## src/rtl/uart_rsp_if.sv

```systemverilog
// uart_rsp_if: UART transmit side of the hash-engine link.
// Collects ack/err pulses and found nonces, builds them into byte frames and
// serializes each byte as 8N1 on tx_pin.
// Optional build macro UART_RSP_CHKSUM_EN: NONCE frames carry a sixth byte,
// the XOR of the five bytes before it.
module uart_rsp_if #(
    parameter int CLK_HZ       = 50000000,
    parameter int BIT_RATE     = 576000,
    parameter int PAYLOAD_BITS = 8
) (
    input  logic        sys_clk,
    input  logic        rst,
    input  logic        ack_in,
    input  logic        err_in,
    input  logic        nonce_valid,
    output logic        nonce_ready,
    input  logic [31:0] nonce,
    input  logic [2:0]  nonce_core,
    output logic        tx_pin,
    output logic        tx_busy,
    output logic        ovf
);

    // Clocks per bit and derived widths.
    localparam int CPB = CLK_HZ / BIT_RATE;
    localparam int TW  = (CPB > 1) ? $clog2(CPB) : 1;
    localparam logic [TW-1:0] TMR_LAST = TW'(CPB - 1);
    localparam logic [2:0]    BIT_LAST = 3'(PAYLOAD_BITS - 1);
    localparam int            FB_BYTES = 6;

`ifdef UART_RSP_CHKSUM_EN
    localparam logic [2:0] NONCE_LEN = 3'd6;
`else
    localparam logic [2:0] NONCE_LEN = 3'd5;
`endif

    typedef enum logic [1:0] {
        S_IDLE,
        S_START,
        S_DATA,
        S_STOP
    } state_t;

    typedef enum logic [1:0] {
        SEL_NONE,
        SEL_ERR,
        SEL_ACK,
        SEL_NONCE
    } sel_t;

    // Transmit FSM state.
    state_t        state_q, state_d;
    logic [TW-1:0] timer_q, timer_d;
    logic [2:0]    bit_idx_q, bit_idx_d;
    logic [2:0]    byte_idx_q, byte_idx_d;
    logic [2:0]    byte_cnt_q, byte_cnt_d;
    logic [7:0]    fb_q [FB_BYTES];
    logic [7:0]    fb_d [FB_BYTES];

    // Event capture state.
    logic          ack_pend_q, ack_pend_d;
    logic          err_pend_q, err_pend_d;
    logic          nonce_full_q, nonce_full_d;
    logic [31:0]   hold_nonce_q, hold_nonce_d;
    logic [2:0]    hold_core_q, hold_core_d;
    logic          ovf_q, ovf_d;

    // Registered line outputs.
    logic          tx_pin_q, tx_pin_d;
    logic          tx_busy_q, tx_busy_d;

    // Combinational helpers.
    sel_t          sel;
    logic          arb_go;
    logic          tmr_end;
    logic          consume_err;
    logic          consume_ack;
    logic          consume_nonce;
    logic          nonce_take;
    logic [7:0]    cur_byte;
    logic [7:0]    nonce_frame [FB_BYTES];

    // NONCE frame image built straight from the holding register.
    assign nonce_frame[0] = {4'h9, 1'b0, hold_core_q};

    genvar gi;
    generate
        for (gi = 0; gi < 4; gi++) begin : g_nonce_bytes
            assign nonce_frame[gi+1] = hold_nonce_q[31-8*gi -: 8];
        end
    endgenerate

`ifdef UART_RSP_CHKSUM_EN
    assign nonce_frame[5] = nonce_frame[0] ^ nonce_frame[1] ^ nonce_frame[2]
                          ^ nonce_frame[3] ^ nonce_frame[4];
`else
    assign nonce_frame[5] = 8'h00;
`endif

    assign tmr_end  = (timer_q == TMR_LAST);
    assign cur_byte = fb_q[byte_idx_q];

    // Arbitration: only in IDLE, priority err > ack > nonce.
    always_comb begin
        sel = SEL_NONE;
        if (state_q == S_IDLE) begin
            if (err_pend_q) begin
                sel = SEL_ERR;
            end else if (ack_pend_q) begin
                sel = SEL_ACK;
            end else if (nonce_full_q) begin
                sel = SEL_NONCE;
            end
        end
    end

    assign arb_go        = (sel != SEL_NONE);
    assign consume_err   = (sel == SEL_ERR);
    assign consume_ack   = (sel == SEL_ACK);
    assign consume_nonce = (sel == SEL_NONCE);
    assign nonce_take    = nonce_valid && !nonce_full_q;

    // Pending flags, nonce holding register and sticky overflow.
    always_comb begin
        err_pend_d   = err_in || (err_pend_q && !consume_err);
        ack_pend_d   = ack_in || (ack_pend_q && !consume_ack);
        // A repeat pulse only overflows when the earlier one is still waiting.
        ovf_d        = ovf_q
                     || (err_in && err_pend_q && !consume_err)
                     || (ack_in && ack_pend_q && !consume_ack);
        nonce_full_d = nonce_take || (nonce_full_q && !consume_nonce);
        hold_nonce_d = hold_nonce_q;
        hold_core_d  = hold_core_q;
        if (nonce_take) begin
            hold_nonce_d = nonce;
            hold_core_d  = nonce_core;
        end
    end

    // Frame buffer load on the arbitration edge.
    always_comb begin
        for (int i = 0; i < FB_BYTES; i++) begin
            fb_d[i] = fb_q[i];
        end
        if (arb_go) begin
            for (int i = 0; i < FB_BYTES; i++) begin
                fb_d[i] = 8'h00;
            end
            case (sel)
                SEL_ERR: fb_d[0] = 8'hEE;
                SEL_ACK: fb_d[0] = 8'hAA;
                default: begin
                    for (int i = 0; i < FB_BYTES; i++) begin
                        fb_d[i] = nonce_frame[i];
                    end
                end
            endcase
        end
    end

    // Transmit FSM next state and bit/byte counters.
    always_comb begin
        state_d    = state_q;
        timer_d    = timer_q;
        bit_idx_d  = bit_idx_q;
        byte_idx_d = byte_idx_q;
        byte_cnt_d = byte_cnt_q;
        case (state_q)
            S_IDLE: begin
                timer_d    = '0;
                bit_idx_d  = 3'd0;
                byte_idx_d = 3'd0;
                if (arb_go) begin
                    state_d    = S_START;
                    byte_cnt_d = (sel == SEL_NONCE) ? NONCE_LEN : 3'd1;
                end
            end
            S_START: begin
                if (tmr_end) begin
                    timer_d = '0;
                    state_d = S_DATA;
                end else begin
                    timer_d = timer_q + TW'(1);
                end
            end
            S_DATA: begin
                if (tmr_end) begin
                    timer_d = '0;
                    if (bit_idx_q == BIT_LAST) begin
                        bit_idx_d = 3'd0;
                        state_d   = S_STOP;
                    end else begin
                        bit_idx_d = bit_idx_q + 3'd1;
                    end
                end else begin
                    timer_d = timer_q + TW'(1);
                end
            end
            default: begin
                if (tmr_end) begin
                    timer_d    = '0;
                    byte_idx_d = byte_idx_q + 3'd1;
                    // Next byte starts immediately; the last one returns to IDLE.
                    if ((byte_idx_q + 3'd1) == byte_cnt_q) begin
                        state_d = S_IDLE;
                    end else begin
                        state_d = S_START;
                    end
                end else begin
                    timer_d = timer_q + TW'(1);
                end
            end
        endcase
    end

    // Line drive: registered, so tx_pin trails the FSM state by one cycle.
    always_comb begin
        tx_pin_d = 1'b1;
        case (state_q)
            S_START: tx_pin_d = 1'b0;
            S_DATA:  tx_pin_d = cur_byte[bit_idx_q];
            default: tx_pin_d = 1'b1;
        endcase
        // Busy covers the arbitration edge through the end of the last stop bit.
        tx_busy_d = (state_q != S_IDLE) || arb_go;
    end

    // State registers with synchronous reset.
    always_ff @(posedge sys_clk) begin
        if (rst) begin
            state_q      <= S_IDLE;
            timer_q      <= '0;
            bit_idx_q    <= 3'd0;
            byte_idx_q   <= 3'd0;
            byte_cnt_q   <= 3'd0;
            for (int i = 0; i < FB_BYTES; i++) begin
                fb_q[i] <= 8'h00;
            end
            ack_pend_q   <= 1'b0;
            err_pend_q   <= 1'b0;
            nonce_full_q <= 1'b0;
            hold_nonce_q <= 32'h0;
            hold_core_q  <= 3'd0;
            ovf_q        <= 1'b0;
            tx_pin_q     <= 1'b1;
            tx_busy_q    <= 1'b0;
        end else begin
            state_q      <= state_d;
            timer_q      <= timer_d;
            bit_idx_q    <= bit_idx_d;
            byte_idx_q   <= byte_idx_d;
            byte_cnt_q   <= byte_cnt_d;
            for (int i = 0; i < FB_BYTES; i++) begin
                fb_q[i] <= fb_d[i];
            end
            ack_pend_q   <= ack_pend_d;
            err_pend_q   <= err_pend_d;
            nonce_full_q <= nonce_full_d;
            hold_nonce_q <= hold_nonce_d;
            hold_core_q  <= hold_core_d;
            ovf_q        <= ovf_d;
            tx_pin_q     <= tx_pin_d;
            tx_busy_q    <= tx_busy_d;
        end
    end

    assign nonce_ready = !nonce_full_q;
    assign tx_pin      = tx_pin_q;
    assign tx_busy     = tx_busy_q;
    assign ovf         = ovf_q;

endmodule

```

## config.mk

```make
export PLATFORM = sky130hd
export DESIGN_NAME = uart_rsp_if
export DESIGN_NICKNAME = d
export VERILOG_FILES = /design/src/rtl/uart_rsp_if.sv
export SDC_FILE = /design/constraint.sdc
export NUM_CORES = 1
export LEC_CHECK = 0
export CAP_MARGIN = 0
export CORE_MARGIN = 5
export CORE_UTILIZATION = 59
export DETAILED_ROUTE_END_ITERATION = 10
export DONT_BUFFER_PORTS = 1
export PLACE_DENSITY = 0.75
export SKIP_LAST_GASP = 1
export SYNTH_ARGS = -nofsm -noshare
export SYNTH_HDL_FRONTEND = slang
export SYNTH_SLANG_ARGS = --single-unit
```

## constraint.sdc

```tcl
create_clock -name sys_clk -period 2.6 [get_ports sys_clk]
set_clock_uncertainty 0.2 [all_clocks]
set_input_delay 0.52 -clock sys_clk [delete_from_list [all_inputs] [get_ports sys_clk]]
set_output_delay 0.52 -clock sys_clk [all_outputs]
set_load 0.05 [all_outputs]
```

==> qor.yml, run 1 <==
internal_power_mw: 2.503
hold-path-cell-count: 1
clock_path_buffers: 2
hold_viol: 0
die_x_microns: 94.19
status: "finished, final reports clean"
swShare: 0.3103
synth_cells: 417
async_flop_share: 0
maxCapViolCount: 0
critPathMaxFanout: 15
cp-start-kind: "flop"
irDropWorstVdd_mv: 0.6228
cts_root_buf: "clkbuf_8"
cp_top_family: "flip-flops"
report.final.slew_viol_count: 0
path_buf_inv: 0
total_leakage_power_nw: 1.649
hp-start: "rst"
num_rows: 30
whs_ps: 19.76
die_area_sq_um: 8871
arrival_ps: 2400
grtUsageTotal: 0.1981
area_growth_syn_to_layout_pct: 7.211
p_switching_mw: 1.126
ys_seq_elements: 100
seqPwrFrac: 0.563
cp_cell_sequence: "mux2_4 > mux2i_1 > o221ai_1 > a2111o_1 > a31o_1"
grt_pass1_vias: 2721
remaining_drc_errors: 0
synth_area_sq_um: 4182
final_cell_mix: "nand2_1, dfxtp_1, a21oi_1, edfxtp_1, and2_1"
grt_max_degree: 40
rr_endpoint: "tx_pin"
place.port_buffers: 0
cp_slowest_stage_delay_ps: 760
cts_max_level: 3
worstHoldPathType: "in -> reg"
wl_per_cell_microns: 15.85
cp.required_ps: 2670
clk_pin_slew_worst_paths_ps: 100
synth_edf_count: 38
num_vias: 2828
drt_pass1_iterations: 5
max_freq_ghz: 0.4307
finalSetupViolCount: 0
final_nets: 464
hpwl_mm: 5.294
layout_commonest_cell: "nand2_1"
clock_latency_ps: 370
vias_per_cell: 5.481
rsz0062_at_grt: "no"
hold_end: "byte_idx_q[2]"
worst_slew_pin_slew_ps: 1141
critical_path_class: "reg -> reg"
synth_cell_types: 49
ys_seq_area_frac: 0.5697
dieHeight_microns: 94.19
cts_tree: "done"
syn_avg_cell_area_sq_um: 10.03
initial_core_util: 0.6121
grt_pass1_wl_mm: 13.46
antenna_cells_inserted: 0
clock-sinks: 100
gp_congestion: 0.8520
end_kind: "flop"
p_clk_frac: 0.263
fin_crit_ps: 2322
ff2ff_path_depth: 5
coreArea_sq_um: 6832
grt_overflow: 0
fin_crit_sh: 0.8931
p_comb_frac: 0.174
slew_headroom: 0.2368
antenna_found_initial: 0
reg2reg_slack_ps: 280
synthFlopType: "dfxtp_1"
cp_slowest_cell: "dfxtp_1"
io_pins: 44
powerDensity_nw_per_um2: 809.4
ys_warn_count: 0
power_mw: 3.629
drt-total-wl_mm: 8.177
drt_iter0_drc: 123
drive_above_1_share: 0.06667
syn-num-nets: 466
final_antenna_net_count: 0
fin_tns_setup_ps: 0
cts_buffers: 9
==> worst max-delay path by stage <==
stage / end / slack (ps) / depth (start not counted)
6_report: tx_pin / 280 / 5
3_3_place_gp: tx_pin / 400 / 5
5_1_grt: tx_pin / 250 / 5
4_1_cts: tx_pin / 310 / 5
3_5_place_dp: tx_pin / 340 / 5
2_1_floorplan: fb_q[0][0] / 380 / 6
==> per-stage QoR <==
stage | utilization | area [sq um] | setup WS (ps) | instances
global placement | 0.6196 | 4233 | 403.5 | 494
finish | 0.6562 | 4483 | 277.9 | 516
CTS | 0.6548 | 4473 | 311.1 | 515
floorplan | - | 4182 | 383.9 | 417
global route | 0.6562 | 4483 | 252.3 | 516
detailed placement | 0.6196 | 4233 | 339.8 | 494
==> repair_timing <==
action / in CTS / in global routing
hold buffers: 5 / 1
resized for setup: 0 / 0
endpoints found under the hold margin: 30 / 4
setup buffers: 0 / 0
==> metal layers <==
| metal | share of wire | wire (microns) | vias to the layer above | GRT usage |
|---|---|---|---|---|
| met5 | 0 | 0 | - | 0 |
| met4 | 0.038 | 310 | 0 | 0.09507 |
| met3 | 0.057 | 464 | 21 | 0.06651 |
| met2 | 0.47 | 3855 | 82 | 0.3032 |
| met1 | 0.43 | 3546 | 1308 | 0.2512 |
| li1 | - | - | 1417 | - |
==> power groups by stage <==
stage	sequential [mW]	clock, mW	combinational [mW]
finish	2.04	0.955	0.632
global route	2.06	1.05	0.713
CTS	2.04	0.974	0.632
detailed placement	2.08	0	0.605
global placement	2.08	0	0.583
floorplan	2.02	0	0.480
==> final cells by class <==
cell class	instances	area, sq um
clock inverters	6	62.56
well taps	96	120.1
repair buffers	10	102.6
clock buffers	10	127.6
inverters	11	41.29
flip-flops and latches	100	2382
multi-input cells	283	1647
fillers	576	2349
==> worst register-to-register path, stage by stage, from the launching register on <==
cell and delay (ps):
dfxtp_1 760, mux2_4 360, mux2i_1 150, o221ai_1 140, a2111o_1 400, a31o_1 220
==> synth_stat cells, types with 2 or more instances <==
cell      instances  area share
mux2_2            3      0.0081
nand2_1          79       0.071
dfxtp_1          62        0.30
and3_1            2      0.0030
xor2_1            3      0.0063
xnor2_1           5       0.010
nor3_1            3      0.0036
nand2b_1          5      0.0075
ha_1              9       0.027
nor2b_1           3      0.0045
edfxtp_1         38        0.27
a31oi_1           2      0.0030
nand3b_1          3      0.0054
and2_1           34       0.051
a32oi_1           3      0.0063
or2_2             2      0.0030
o32ai_1           2      0.0042
a22oi_1           2      0.0036
o221ai_1          2      0.0042
o21ai_0           9       0.011
mux2i_1          13       0.031
o22ai_1           2      0.0030
nor2_1           28       0.025
inv_1            11      0.0099
clkbuf_1         18       0.016
nand3_1           4      0.0048
a21oi_1          48       0.057
==> flip-flops by register name (all words and copies together), names as in the netlist, named ones only <==
name / count
fb_q: 39
hold_nonce_q: 32
timer_q: 7
bit_idx_q: 3
byte_idx_q: 3
hold_core_q: 3
byte_cnt_q: 2
state_q: 2
ack_pend_q: 1
err_pend_q: 1
nonce_full_q: 1
ovf: 1
tx_busy: 1
tx_pin: 1
==> cell families after synthesis <==
kind of cell	synth area share
AO/OA/AOI/OAI	0.1140
XOR/XNOR	0.01676
adder cells (fa/ha/maj)	0.02693
buffers and inverters	0.03710
flip-flops	0.5697
multiplexers	0.04817
AND/OR/NAND/NOR	0.1873
(Power assumes the default switching activity.)
==> run 2, diff against run 1 <==
ABC_AREA = 1   (was not set)
CORE_MARGIN = not set   (was 5)
REMOVE_ABC_BUFFERS = 1   (was not set)
==> qor.yml, run 2 <==
status: "finished, final reports clean"
hold-path-cell-count: 1
layout_setup_ws_ps: 330.3
num_rows: 31
irDropWorstVdd_mv: 0.4013
grt_max_degree: 70
post_cts_resize_count: 0
remaining_drc_errors: 0
worstHoldPathType: "in -> reg"
critPathMaxFanout: 14
antenna_found_initial: 0
fin_crit_ps: 2270
cp-start-kind: "flop"
gp_congestion: 0.8098
clock_path_buffers: 2
yosysMostFrequentCell: "nand2_1"
drt_iter0_drc: 210
synth_top_area_frac: 0.2752
final_nets: 557
vias_per_cell: 5.092
rr_startpoint: "state_q[0]"
maxCapViolCount: 0
num_vias: 3116
report.final.slew_viol_count: 0
synthXorXnorAreaFrac: 0.005827
synthFlopType: "dfxtp_1"
die_area_sq_um: 7997
synth-adder-area-share: 0.02497
largest_reg_flops: 39
syn_avg_cell_area_sq_um: 8.912
whs_ps: 29.04
synth-simple-area-share: 0.2381
cts_max_level: 3
antenna_cells_inserted: 0
drive_above_1_share: 0.1267
area_growth_syn_to_layout_pct: 7.880
fin_crit_sh: 0.8729
io_pins: 44
die_x_microns: 89.43
final_cell_mix: "nand2_1, inv_1, dfxtp_1, o21ai_0, a21oi_1"
rsz0062_at_grt: "no"
drt_pass1_iterations: 4
ys_seq_area_frac: 0.5283
hold_end: "bit_idx_q[2]"
synth_area_sq_um: 4509
grt_pass1_vias: 2874
worst_slew_pin_slew_ps: 542.7
hpwl_mm: 5.435
arrival_ps: 2190
clk_pin_slew_worst_paths_ps: 100
reg_top3: "fb_q x39, hold_nonce_q x32, timer_q x7"
fin_tns_setup_ps: 0
stdcell_area_sq_um: 4865
hp-start: "rst"
clock-sinks: 100
critPathLaunch: "state_q[0]"
ys_warn_count: 0
end_kind: "flop"
fin_cells: 612
fill_cells: 600
powerDensity_nw_per_um2: 981.9
synth_compound_area_frac: 0.1057
critical_path_class: "reg -> reg"
synth_cell_types: 27
cts_buffers: 9
synthTopCellsByCount: "nand2_1, inv_1, dfxtp_1"
place_inst: 593
async_flop_share: 0
grtUsageTotal: 0.2149
dieHeight_microns: 89.43
regMostFlops: "fb_q"
synthTopCellsByArea: "dfxtp_1, edfxtp_1, nor2_4, nand2_1, inv_1"
grt_overflow: 0
place_ws_ps: 368.5
synth_cells: 506
muxShareOfSynthArea: 0
power_mw: 4.777
max_freq_ghz: 0.4406
place.port_buffers: 0
coreArea_sq_um: 7331
wl_per_cell_microns: 12.54
synth_top_family_by_area: "simple AND/OR/NAND/NOR gates"
reg2reg_slack_ps: 330
ff2ff_path_depth: 9
hold_viol: 0
finalSetupViolCount: 0
yosysTopAreaCell: "dfxtp_1"
cp.required_ps: 2520
placed_area_sq_um: 4607
layout_commonest_cell: "nand2_1"
initial_core_util: 0.6151
cts_tree: "done"
rr_endpoint: "fb_q[2][0]"
grt_pass1_wl_mm: 12.88
total_leakage_power_nw: 1.974
drt-total-wl_mm: 7.674
cts_root_buf: "clkbuf_8"
clock_latency_ps: 360
slew_headroom: 0.6382
ys_seq_elements: 100
synth_edf_count: 38
post-route-util: 0.6636
final_antenna_net_count: 0
## run 2: cells by family (layout without fill, tap and decap cells)
logic type	Yosys count	after routing
xor gates and xnor gates	3	3
adders and majority gates	9	9
DFF	100	100
and+or+nand+nor	201	201
AOI/OAI and AO/OA	91	91
buffers and inverters	102	109
## run 2: routing by layer
metal  global-route usage  vias up  share of wire
met3              0.06464        7          0.046
met2               0.3706       64           0.49
li1                     -     1618              -
met1               0.2610     1427           0.46
met4              0.06205        0         0.0095
met5                    0        -              0
## run 2: repair_timing
action                                 CTS  global route
hold buffers                             2             1
setup buffers                            0             0
endpoints found under the hold margin    4             1
## run 2: area by class of cell
type | instances | area, sq um | share of cell area
clock inverters | 7 | 103.9 | 0.02135
clock buffers | 9 | 123.9 | 0.02546
repair buffers | 12 | 135.1 | 0.02778
inverters | 81 | 306.5 | 0.06301
well taps | 99 | 123.9 | 0.02546
flip-flops and latches | 100 | 2382 | 0.4897
multi-input cells | 304 | 1689 | 0.3472
## run 2: how the worst max path moves through the flow
stage	end	cells after the start
2_1_floorplan	fb_q[0][0]	2
6_report	fb_q[2][0]	9
3_5_place_dp	fb_q[2][0]	9
3_3_place_gp	fb_q[0][0]	9
5_1_grt	fb_q[2][0]	9
4_1_cts	fb_q[1][0]	9
## run 2: worst max-delay path: stages, from the launching register on
cell     delay [ps]
dfxtp_1         380
inv_1            90
ha_1            300
o21ai_1         320
nor2_4           70
inv_2            90
nor2_4           40
inv_4           250
buf_4           250
nor2_4           40
## run 2: where the power goes
group	internal, mW	switching, mW
sequential	1.99	0.215
clock	0.557	0.544
combinational	0.481	0.988
==> run 3, diff against run 2 <==
MAX_ROUTING_LAYER = met4   (was not set)
==> qor.yml, run 3 (synthesized netlist as in run 2, its figures left out) <==
status: "finished, final reports clean"
irDropWorstVdd_mv: 0.4012
report.final.slew_viol_count: 0
reg2reg_slack_ps: 320
arrival_ps: 2200
cp.required_ps: 2530
coreArea_sq_um: 7331
total_leakage_power_nw: 1.974
cts_root_buf: "clkbuf_8"
grt_pass1_vias: 2874
clock_latency_ps: 370
clk_pin_slew_worst_paths_ps: 100
maxCapViolCount: 0
clock_path_buffers: 2
rr_endpoint: "fb_q[2][0]"
crit_path_frequent_cell: "nor2_4"
regMostFlops: "fb_q"
grtUsageTotal: 0.2213
grt_pass1_wl_mm: 12.88
dieHeight_microns: 89.43
grt_use_met1: 0.2586
cp_slowest_cell: "dfxtp_1"
die_area_sq_um: 7997
io_pins: 44
num_vias: 3101
fin_crit_sh: 0.8751
antenna_found_initial: 0
vias_per_cell: 5.067
area_growth_syn_to_layout_pct: 7.880
end_kind: "flop"
layout_commonest_cell: "nand2_1"
drt-total-wl_mm: 7.692
rr_startpoint: "state_q[0]"
cp_top_family: "buffers and inverters"
place.port_buffers: 0
post_cts_resize_count: 0
gp_congestion: 0.8217
power_mw: 4.779
cts_tree: "done"
multi_input_area_sq_um: 1689
critical_path_class: "reg -> reg"
finalSetupViolCount: 0
hpwl_mm: 5.435
regArea_sq_um: 2382
path_buf_inv: 4
drive_above_1_share: 0.1267
reg_top3: "fb_q x39, hold_nonce_q x32, timer_q x7"
antenna_cells_inserted: 0
grt_max_degree: 70
max_freq_ghz: 0.4395
hold-path-cell-count: 1
critPathMaxFanout: 14
fin_tns_setup_ps: 0
hold_buffers: 2
cp_slowest_stage_delay_ps: 380
cts_buffers: 9
die_x_microns: 89.43
drt_iter0_drc: 182
slew_headroom: 0.6366
grt_overflow: 0
largest_reg_flops: 39
ff2ff_path_depth: 9
num_rows: 31
cp_cell_sequence: "inv_1 > ha_1 > o21ai_1 > nor2_4 > inv_2 > nor2_4 > inv_4 > buf_4 > nor2_4"
worst_slew_pin_slew_ps: 545.1
fin_crit_ps: 2275
worstHoldPathType: "in -> reg"
cts_max_level: 3
final_cell_mix: "nand2_1, inv_1, dfxtp_1, o21ai_0, a21oi_1"
fill_cells: 600
remaining_drc_errors: 0
grtUsageMet3: 0.06464
powerDensity_nw_per_um2: 982.4
final_nets: 557
cp-start-kind: "flop"
cts_setup_buffers: 0
clock-sinks: 100
hold_viol: 0
drt_pass1_iterations: 4
grtUsageMet2: 0.3720
hold_end: "bit_idx_q[2]"
wl_per_cell_microns: 12.57
rsz0062_at_grt: "no"
hp-start: "rst"
final_antenna_net_count: 0
initial_core_util: 0.6151
top_usage_layer: "met2"
[run 3: cell counts in the layout (fill, tap and decap cells not counted)]
No cell type changed its count.
[run 3: through the flow]
stage          area [sq um]  setup WS, ps  std cells  hold slack (ps)    util
2_1_floorplan          4378        -274.4        485            227.5       -
4_1_cts                4855         323.1        611            4.210  0.6622
5_1_grt                4865         155.1        612            4.574  0.6636
3_5_place_dp           4607         368.5        593            253.6  0.6284
6_report               4865         324.9        612            25.27  0.6636
3_3_place_gp           4607         433.1        593            249.0  0.6284
[run 3: area by class of cell]
class / count / share of cell area
Timing Repair Buffer: 12 / 0.02778
Multi-Input combinational cell: 304 / 0.3472
Inverter: 81 / 0.06301
Tap cell: 99 / 0.02546
Clock inverter: 7 / 0.02135
Sequential cell: 100 / 0.4897
Clock buffer: 9 / 0.02546
[run 3: how the worst max path moves through the flow]
stage               start  depth (start not counted)    endpoint
2_1_floorplan         rst                          2  fb_q[0][0]
3_3_place_gp   state_q[0]                          9  fb_q[0][0]
3_5_place_dp   state_q[0]                          9  fb_q[2][0]
4_1_cts        state_q[0]                          9  fb_q[1][0]
5_1_grt        state_q[0]                          9  fb_q[2][0]
6_report       state_q[0]                          9  fb_q[2][0]
[run 3: power by group]
group / switching (mW) / internal, mW
Combinational: 0.990 / 0.481
Sequential: 0.214 / 1.99
Clock: 0.546 / 0.557
[run 3: per-layer routing]
metal  routed length [microns]  up-vias
li1                          -     1617
met1                      3549     1416
met2                      3740       62
met3                       319        6
met4                        81        0
met5                         0        -
